### config.mk
export PLATFORM = sky130hd
export DESIGN_NAME = wt_dcache_rd_arb
export DESIGN_NICKNAME = d
export VERILOG_FILES = /design/src/rtl/wt_dcache_rd_arb.sv
export SDC_FILE = /design/constraint.sdc
export NUM_CORES = 1
export LEC_CHECK = 0
export ABC_AREA = 1
export CAP_MARGIN = 5
export CORE_MARGIN = 5
export CORE_UTILIZATION = 47
export DETAILED_ROUTE_END_ITERATION = 8
export PLACE_DENSITY = 0.76
export SYNTH_ARGS = -nofsm -noshare
export SYNTH_HDL_FRONTEND = slang
export SYNTH_SLANG_ARGS = --single-unit
### constraint.sdc
create_clock -name clk_i -period 1.95 [get_ports clk_i]
set_input_delay 0.39 -clock clk_i [delete_from_list [all_inputs] [get_ports clk_i]]
set_output_delay 0.39 -clock clk_i [all_outputs]
set_load 0.03 [all_outputs]
### src/rtl/wt_dcache_rd_arb.sv
// -----------------------------------------------------------------------------
// wt_dcache_rd_arb
//
// Read-port arbiter for the write-through L1 dcache. Several requesters (PTW,
// load units, accelerator, wbuffer) share one tag/data read port. At most one
// read is granted per cycle. A refill/invalidate write owns the arrays outright
// and blocks all reads for that cycle.
//
// Two priority classes, selected per port by rd_prio_i:
//   - high class: round-robin among high-priority requesters
//   - low class : round-robin among low-priority requesters, with a starvation
//                 guard that forces a low-class grant after StarveLimit
//                 consecutive denied cycles
// The grant is also registered one cycle so the stage-2 hit/data mux knows
// which port owns the array readout.
//
// Parameters
//   NumPorts     number of read requesters (NumPorts-1 is the wbuffer)
//   StarveLimit  denied cycles before a forced low-class grant (1..255)
//
// Ports
//   clk_i          clock
//   rst_ni         asynchronous reset, active low
//   rd_req_i       per-port read request (level, held until ack)
//   rd_prio_i      per-port class, 1 = high priority (static after reset)
//   rd_tag_only_i  per-port "tag array only" flag
//   wr_cl_vld_i    cacheline write/invalidate occupies the arrays
//   rd_ack_o       one-hot grant, same cycle as the request
//   rd_gnt_vld_o   a grant was issued this cycle
//   rd_gnt_idx_o   index of the current grant (0 when none)
//   rd_tag_only_o  tag-only flag of the granted port (0 when none)
//   rd_vld_q_o     registered rd_gnt_vld_o (stage-2 readout valid)
//   rd_idx_q_o     registered grant index (stage-2 readout owner)
//   starve_o       forced low-class grant mode is active
// -----------------------------------------------------------------------------
module wt_dcache_rd_arb #(
  parameter int NumPorts    = 4,
  parameter int StarveLimit = 8,
  localparam int IdxW       = (NumPorts > 1) ? $clog2(NumPorts) : 1
) (
  input  logic                clk_i,
  input  logic                rst_ni,
  input  logic [NumPorts-1:0] rd_req_i,
  input  logic [NumPorts-1:0] rd_prio_i,
  input  logic [NumPorts-1:0] rd_tag_only_i,
  input  logic                wr_cl_vld_i,
  output logic [NumPorts-1:0] rd_ack_o,
  output logic                rd_gnt_vld_o,
  output logic [IdxW-1:0]     rd_gnt_idx_o,
  output logic                rd_tag_only_o,
  output logic                rd_vld_q_o,
  output logic [IdxW-1:0]     rd_idx_q_o,
  output logic                starve_o
);

  typedef logic [IdxW-1:0] idx_t;

  localparam logic [7:0] StarveLim = StarveLimit[7:0];
  localparam idx_t       LastIdx   = idx_t'(NumPorts - 1);

  // First set bit of mask at or above ptr, wrapping at NumPorts.
  // Returns {found, index}.
  function automatic logic [IdxW:0] rr_pick(input logic [NumPorts-1:0] mask,
                                            input idx_t                ptr);
    logic found;
    idx_t sel;
    idx_t cand;
    found = 1'b0;
    sel   = '0;
    for (int k = 0; k < NumPorts; k++) begin
      cand = idx_t'((int'(ptr) + k) % NumPorts);
      if (!found && mask[cand]) begin
        found = 1'b1;
        sel   = cand;
      end
    end
    return {found, sel};
  endfunction

  function automatic idx_t rr_next(input idx_t g);
    return (g == LastIdx) ? '0 : g + idx_t'(1);
  endfunction

  logic [NumPorts-1:0] hi_req, lo_req;
  logic                any_hi, any_lo;
  logic [IdxW:0]       hi_pick, lo_pick;

  idx_t       rr_hi_q, rr_hi_d;
  idx_t       rr_lo_q, rr_lo_d;
  logic [7:0] starve_cnt_q, starve_cnt_d;

  logic gnt_vld, gnt_lo;
  idx_t gnt_idx;

  // Class membership is purely rd_prio_i, including for the wbuffer index.
  assign hi_req  = rd_req_i &  rd_prio_i;
  assign lo_req  = rd_req_i & ~rd_prio_i;
  assign any_hi  = |hi_req;
  assign any_lo  = |lo_req;
  assign hi_pick = rr_pick(hi_req, rr_hi_q);
  assign lo_pick = rr_pick(lo_req, rr_lo_q);

  assign starve_o = (starve_cnt_q == StarveLim);

  always_comb begin
    gnt_vld = 1'b0;
    gnt_lo  = 1'b0;
    gnt_idx = '0;
    if (!wr_cl_vld_i) begin
      if (starve_o && any_lo) begin
        gnt_vld = 1'b1;
        gnt_lo  = 1'b1;
        gnt_idx = lo_pick[IdxW-1:0];
      end else if (any_hi) begin
        gnt_vld = 1'b1;
        gnt_idx = hi_pick[IdxW-1:0];
      end else if (any_lo) begin
        gnt_vld = 1'b1;
        gnt_lo  = 1'b1;
        gnt_idx = lo_pick[IdxW-1:0];
      end
    end
  end

  always_comb begin
    rd_ack_o = '0;
    for (int i = 0; i < NumPorts; i++) begin
      rd_ack_o[i] = gnt_vld && (gnt_idx == idx_t'(i));
    end
  end

  assign rd_gnt_vld_o  = gnt_vld;
  assign rd_gnt_idx_o  = gnt_idx;
  assign rd_tag_only_o = gnt_vld & rd_tag_only_i[gnt_idx];

  // Pointers and starvation counter only move on cycles not blocked by a
  // cacheline write; a blocked cycle is invisible to the arbitration state.
  always_comb begin
    rr_hi_d      = rr_hi_q;
    rr_lo_d      = rr_lo_q;
    starve_cnt_d = starve_cnt_q;
    if (!wr_cl_vld_i) begin
      if (gnt_vld && !gnt_lo) rr_hi_d = rr_next(gnt_idx);
      if (gnt_vld &&  gnt_lo) rr_lo_d = rr_next(gnt_idx);
      if (any_lo && !(gnt_vld && gnt_lo)) begin
        if (starve_cnt_q != StarveLim) starve_cnt_d = starve_cnt_q + 8'd1;
      end else begin
        starve_cnt_d = '0;
      end
    end
  end

  always_ff @(posedge clk_i or negedge rst_ni) begin
    if (!rst_ni) begin
      rr_hi_q      <= '0;
      rr_lo_q      <= '0;
      starve_cnt_q <= '0;
    end else begin
      rr_hi_q      <= rr_hi_d;
      rr_lo_q      <= rr_lo_d;
      starve_cnt_q <= starve_cnt_d;
    end
  end

  // ---- stage 2: readout owner ----
  // The index is only reloaded on a grant, so it keeps the last owner while
  // rd_vld_q_o is low.
  always_ff @(posedge clk_i or negedge rst_ni) begin
    if (!rst_ni) begin
      rd_vld_q_o <= 1'b0;
      rd_idx_q_o <= '0;
    end else begin
      rd_vld_q_o <= gnt_vld;
      if (gnt_vld) rd_idx_q_o <= gnt_idx;
    end
  end

endmodule

## Word-level counts from Yosys, hierarchy flattened

Cells that the tools add are included.

- Register bits: 15
- Input port bits: 15

- Muxes and demuxes: 46
- Bitwise operators: 5
- Add/sub/neg operators: 8
- $lt $le $gt $ge: 9
- Reduce and logical (&&, ||, !) cells: 28
- Equal/unequal tests: 6

Operators with widths:

| operator | count |
|---|---|
| < comparator 2 x 3 -> 1 bit (second input constant) | 9 |
| 2-to-1 mux 2 bit | 13 |
| 2-to-1 mux 1 bit | 22 |
| binary-select mux 1 bit (select 2 bit) | 9 |
| 2-to-1 mux 8 bit | 2 |
| logical AND 1 bit | 14 |
| adder 2 bit (second input constant) | 4 |
| adder 8 x 1 -> 8 bit (second input constant) | 1 |
| AND 4 bit | 2 |
| == test 8 x 4 -> 1 bit (second input constant) | 1 |
| zero test 1 bit | 8 |
| != test 8 x 4 -> 1 bit (second input constant) | 1 |
| OR reduction 4 bit | 2 |
| adder 2 x 1 -> 2 bit (second input constant) | 3 |
| AND reduction 2 bit | 3 |
| == test 2 bit (second input constant) | 2 |
| inverter 4 bit | 1 |
| == test 2 x 1 -> 1 bit (second input constant) | 1 |
| zero test 2 bit | 1 |
| != test 2 x 1 -> 1 bit (second input constant) | 1 |
| AND 1 bit | 1 |
| inverter 1 bit | 1 |

## Longest topological paths before layout

- Word-level depth: 21
- Depth in mapped cells: 17

## Least setup slack after synthesis

Ideal clock, no wire load.

- Path type: reg-to-output
- Start: reg starve_cnt_q[0]
- End: out rd_ack_o[3]
- Path slack: -1,115 ps
- Data arrival time: 2,675 ps
- Buffers on the path: 0
- Cell stages (with the launch flop): 13
- Data required time: 1,560 ps
- Cells stage by stage: dfrtp_1 -> inv_1 -> ha_1 -> nand3b_1 -> nor2_1 -> nand2_1 -> o21a_1 -> nor2_1 -> nand2_1 -> a21oi_2 -> ha_1 -> inv_1 -> nor2_1

- Word-level cells in the longest chain between the ends: 6

RTL lines:

| element | RTL line | RTL |
|---|---|---|
| from (decl) | 90 | `logic [7:0] starve_cnt_q, starve_cnt_d;` |
| from (signal assigned) | 161 | `starve_cnt_q <= starve_cnt_d;` |
| == test 8 x 4 -> 1 bit | 103 | `assign starve_o = (starve_cnt_q == StarveLim);` |
| net starve_o | 53 | `output logic starve_o` |
| logical AND 1 bit | 110 | `if (starve_o && any_lo) begin` |
| 2-to-1 mux 2 bit | 110 |  |
| 2-to-1 mux 2 bit | 109 | `if (!wr_cl_vld_i) begin` |
| net rd_gnt_idx_o[1] | 49 | `output logic [IdxW-1:0] rd_gnt_idx_o,` |
| == test 2 bit | 128 | `rd_ack_o[i] = gnt_vld && (gnt_idx == idx_t'(i));` |
| logical AND 1 bit | 128 |  |
| to (decl) | 47 | `output logic [NumPorts-1:0] rd_ack_o,` |

The timed path passes the listed nets, and every way through them passes these cells.

## Worst setup path after layout

- Start: reg rr_lo_q[0]
- End: out rd_ack_o[3]

- Word-level cells in the longest chain between the ends: 18

RTL lines:

| element | RTL line | RTL |
|---|---|---|
| from (decl) | 89 | `idx_t rr_lo_q, rr_lo_d;` |
| from (signal assigned) | 160 | `rr_lo_q <= rr_lo_d;` |
| parallel branches: the longest is 11 deep, another holds adder 2 x 1 -> 2 bit | - |  |
| 2-to-1 mux 2 bit (*) | 72 | `if (!found && mask[cand]) begin` |
| 2-to-1 mux 2 bit | 117 | `end else if (any_lo) begin` |
| 2-to-1 mux 2 bit | 114 | `end else if (any_hi) begin` |
| 2-to-1 mux 2 bit (*) | 110 |  |
| 2-to-1 mux 2 bit (*) | 109 |  |
| == test 2 bit (*) | 128 |  |
| logical AND 1 bit (*) | 128 |  |

Mark *: on every way between the ends. The select of a mux whose other input is x is not followed.

==> metrics.md <==
| Metric | Value |
|---|---|
| Run status | `complete, but fails checks` |
| Violations in the final reports | `setup timing` |
| Delay-heaviest family, CP | `simple AND/OR/NAND/NOR gates` |
| Number of levels the H-tree was split into | `1` |
| Utilization after layout | `90.33%` |
| Clk slew on worst S/H paths | `0.11 ns` |
| Minimum period implied by the final worst setup slack | `2.799 ns` |
| Final max-slew violation count | `0` |
| Part of the total power dissipated in the clock network | `6.3%` |
| Proportion of power drawn by combinational gates | `78.3%` |
| Crit path buffers/inverters | `4` |
| Ordered cell list for the critical path | `inv_8 > nand3_4 > nand3_4 > nand2_4 > nand3_4 > nor2_2 > nor2_1 > nand2_2 > a21oi_4 > buf_6 > ha_4 > inv_4 > nor2_4 > buf_6` |
| Row Count | `20` |
| Hold WS | `0.3973 ns` |
| Post-synth design cell area | `1458 um^2` |
| Data required time at the worst endpoint | `1.56 ns` |
| Number of nets in the layout | `345` |
| Leak | `1.332 nW` |
| Maximum fanout count along the critical path | `7` |
| Leading cell type in the layout, fill and taps excluded | `sky130_fd_sc_hd__nand2_1` |
| Port bufs | `26` |
| Fraction of power spent switching nets | `51.70%` |
| Vias per std cell | `5.820` |
| HPWL Detailed | `3032 um` |
| Placer congestion estimate | `0.9052` |
| Type of the most critical hold path | `in -> async` |
| Post-route insts no fill | `356` |
| Library cell used as clock root buffer | `sky130_fd_sc_hd__clkbuf_4` |
| P&R area growth vs syn | `86.09%` |
| Data arrival time of the worst path | `2.41 ns` |
| Total number of yosys warnings | `0` |
| Filler Cell Count | `131` |
| Total DRC errors in the routed layout | `0` |
| Clock buffers created by TritonCTS | `3` |
| Slew Limit Headroom | `68.00%` |
| Number of nets in the synthesized netlist | `257` |
| Commonest cells after routing, fill and taps aside | `sky130_fd_sc_hd__nand2_1, sky130_fd_sc_hd__buf_4, sky130_fd_sc_hd__nand2_2` |
| Reg power frac | `15.5%` |
| Detailed-route wire length | `6228 um` |
| Achievable clock frequency | `357.2 MHz` |
| Most frequent cell on the critical path | `sky130_fd_sc_hd__nand3_4` |
| Longest individual stage delay on the worst path | `0.52 ns` |
| Mean cell area of the mapped netlist | `6.176 um^2` |
| Final setup viols | `13` |
| Chip height | `65.69 um` |
| Unique masters post-synth | `26` |
| Clk buf depth | `2` |
| Cell Count Post-Placement | `332` |
| Worst vdd ir | `937.8 uV` |
| Proportion of synthesized chip area in sequential cells | `25.75%` |
| Share of post-route cells with drive strength above 1 | `57.89%` |
| Flops & latches, synth | `15` |
| Number of clock sinks | `15` |
| Vias after detailed routing | `2,072` |
| Worst setup EP type | `output pin` |
| Ant diodes | `0` |
| Overall die area | `4315 um^2` |
| DRT iter0 DRCs | `236` |
| Number of hold-slack violations in the final timing report | `0` |
| Number of detailed-routing iterations run before antenna repair | `4` |
| Chip Width | `65.69 um` |
| Setup Skew | `0.001335 ns` |
| Overall overflow remaining after global route | `0` |
| Post-route antenna net violation count | `0` |
| Power Dens Cells | `1183 nW/um^2` |
| Area of the core region | `3003 um^2` |
| Initial antenna violation count | `0` |
| Final period util | `143.6%` |
| Via count of the first global-routing pass | `1,947` |
| Max Cap Violations | `0` |
| Cell-internal power | `1.550 mW` |
| CP startpoint kind | `register` |
| Summed area of non-filler cells in the final layout | `2713 um^2` |
| NetSw | `1.659 mW` |
| Number of cells produced by synthesis | `236` |
| Pre-CTS worst setup slack | `-1.205 ns` |
| Final worst setup slack | `-0.8495 ns` |
| Unrepaired setup endpoints after global routing | `yes` |
| Initial cell density of the core | `48.54%` |
| Slowest cell on the critical path | `sky130_fd_sc_hd__dfrtp_2` |
| Global-route usage over all layers | `24.10%` |
| Placed instance area | `2059 um^2` |
| Slew @ Worst Pin | `0.4756 ns` |
| Per-cell routed wire length | `17.49 um` |
| Clk Latency, worst-skew pair | `0.30 ns` |
| Number of top-level design ports | `27` |
| Wire length of the first global-routing pass | `8314 um` |
| Maximum number of pins on one net before global-route repair | `16` |
| TritonCTS clock tree | `built` |
| Critical setup path kind | `reg -> out` |
registers in the layout, indices dropped and copies added (netlist names):
signal	count
rd_idx_q_o	2
rd_vld_q_o	1
rr_hi_q	2
rr_lo_q	2
starve_cnt_q	8
cell type report:
class	count	area [um^2]	share of cell area [%]
flip-flops and latches	15	379.1	13.98
clock inverters	1	7.507	0.2768
well taps	33	41.29	1.522
clock buffers	3	22.52	0.8303
inverters	27	128.9	4.751
repair buffers	85	769.5	28.37
multi-input cells	192	1364	50.28
power groups by stage:
stage | logic, mW | registers (mW) | clock network, mW
after floorplan | 1.03 | 0.489 | 0
after global placement | 1.59 | 0.470 | 0
after detailed placement | 1.60 | 0.475 | 0
after CTS | 1.96 | 0.474 | 0.192
after global routing | 2.68 | 0.512 | 0.214
final | 2.51 | 0.496 | 0.201
routing by layer:
| metal | vias up | track usage, % | share of wire [%] | wire [um] |
|---|---|---|---|---|
| met5 | - | 0 | 0 | 0 |
| met4 | 0 | 9.326 | 4.9 | 308 |
| met3 | 34 | 2.735 | 6.1 | 380 |
| met2 | 102 | 45.06 | 49 | 3082 |
| met1 | 987 | 27.47 | 39 | 2457 |
| li1 | 949 | - | - | - |
cell families (layout without fill, tap and decap cells):
kind of cell,Yosys count,count (layout),share of synthesized area [%]
buffers and inverters,29,116,8.842
and+or+nand+nor,171,171,53.39
xor gates and xnor gates,2,2,1.202
DFF,15,15,25.75
adders and majority gates,6,6,5.150
AOI/OAI and AO/OA,13,13,5.666
synthesized netlist by cell type, drive strengths merged:
cell,number,share of area (%)
nor3,4,1.4
o21ai,8,3.3
ha,6,5.2
nor3b,1,0.52
nor4,1,0.43
nand3b,1,0.52
nor2,21,5.6
nand4,9,3.9
dfrtp,15,26
nand2,97,27
a21oi,3,1.3
o21a,1,0.52
xor2,2,1.2
buf,2,1.5
nand3,37,14
inv,27,7.3
a41oi,1,0.60
metrics by stage:
| stage | total power, mW | TNS, ns |
|---|---|---|
| after detailed placement | 2.074 | -12.98 |
| final | 3.209 | -6.269 |
| after global routing | 3.402 | -7.544 |
| after CTS | 2.622 | -4.981 |
| after global placement | 2.061 | -12.96 |
| after floorplan | 1.514 | -2.557 |
path summary, 6_finish.rpt:
check / to / from / cells past startpoint / slack, ns
min in group clk_i: rd_idx_q_o[0]$_DFFE_PN0P_ / rd_idx_q_o[0]$_DFFE_PN0P_ / 2 / 0.51
setup reg to reg: rr_lo_q[0]$_DFFE_PN0P_ / rr_lo_q[0]$_DFFE_PN0P_ / 15 / -0.25
max in group asynchronous: rr_lo_q[0]$_DFFE_PN0P_ / rst_ni / 2 / 1.35
hold reg to reg: rd_idx_q_o[0]$_DFFE_PN0P_ / rd_idx_q_o[0]$_DFFE_PN0P_ / 2 / 0.51
setup / recovery: rd_ack_o[3] / rr_lo_q[0]$_DFFE_PN0P_ / 14 / -0.85
hold / removal: rd_idx_q_o[1]$_DFFE_PN0P_ / rst_ni / 2 / 0.40
timing repair:
action,in CTS,in global routing
hold buffers,0,0
hold endpoints to repair,0,0
pin swaps,25,29
setup buffers,13,12
setup endpoints to repair,19,19
gates resized for setup,128,63
Note: power is estimated with default switching activity, not from simulation.
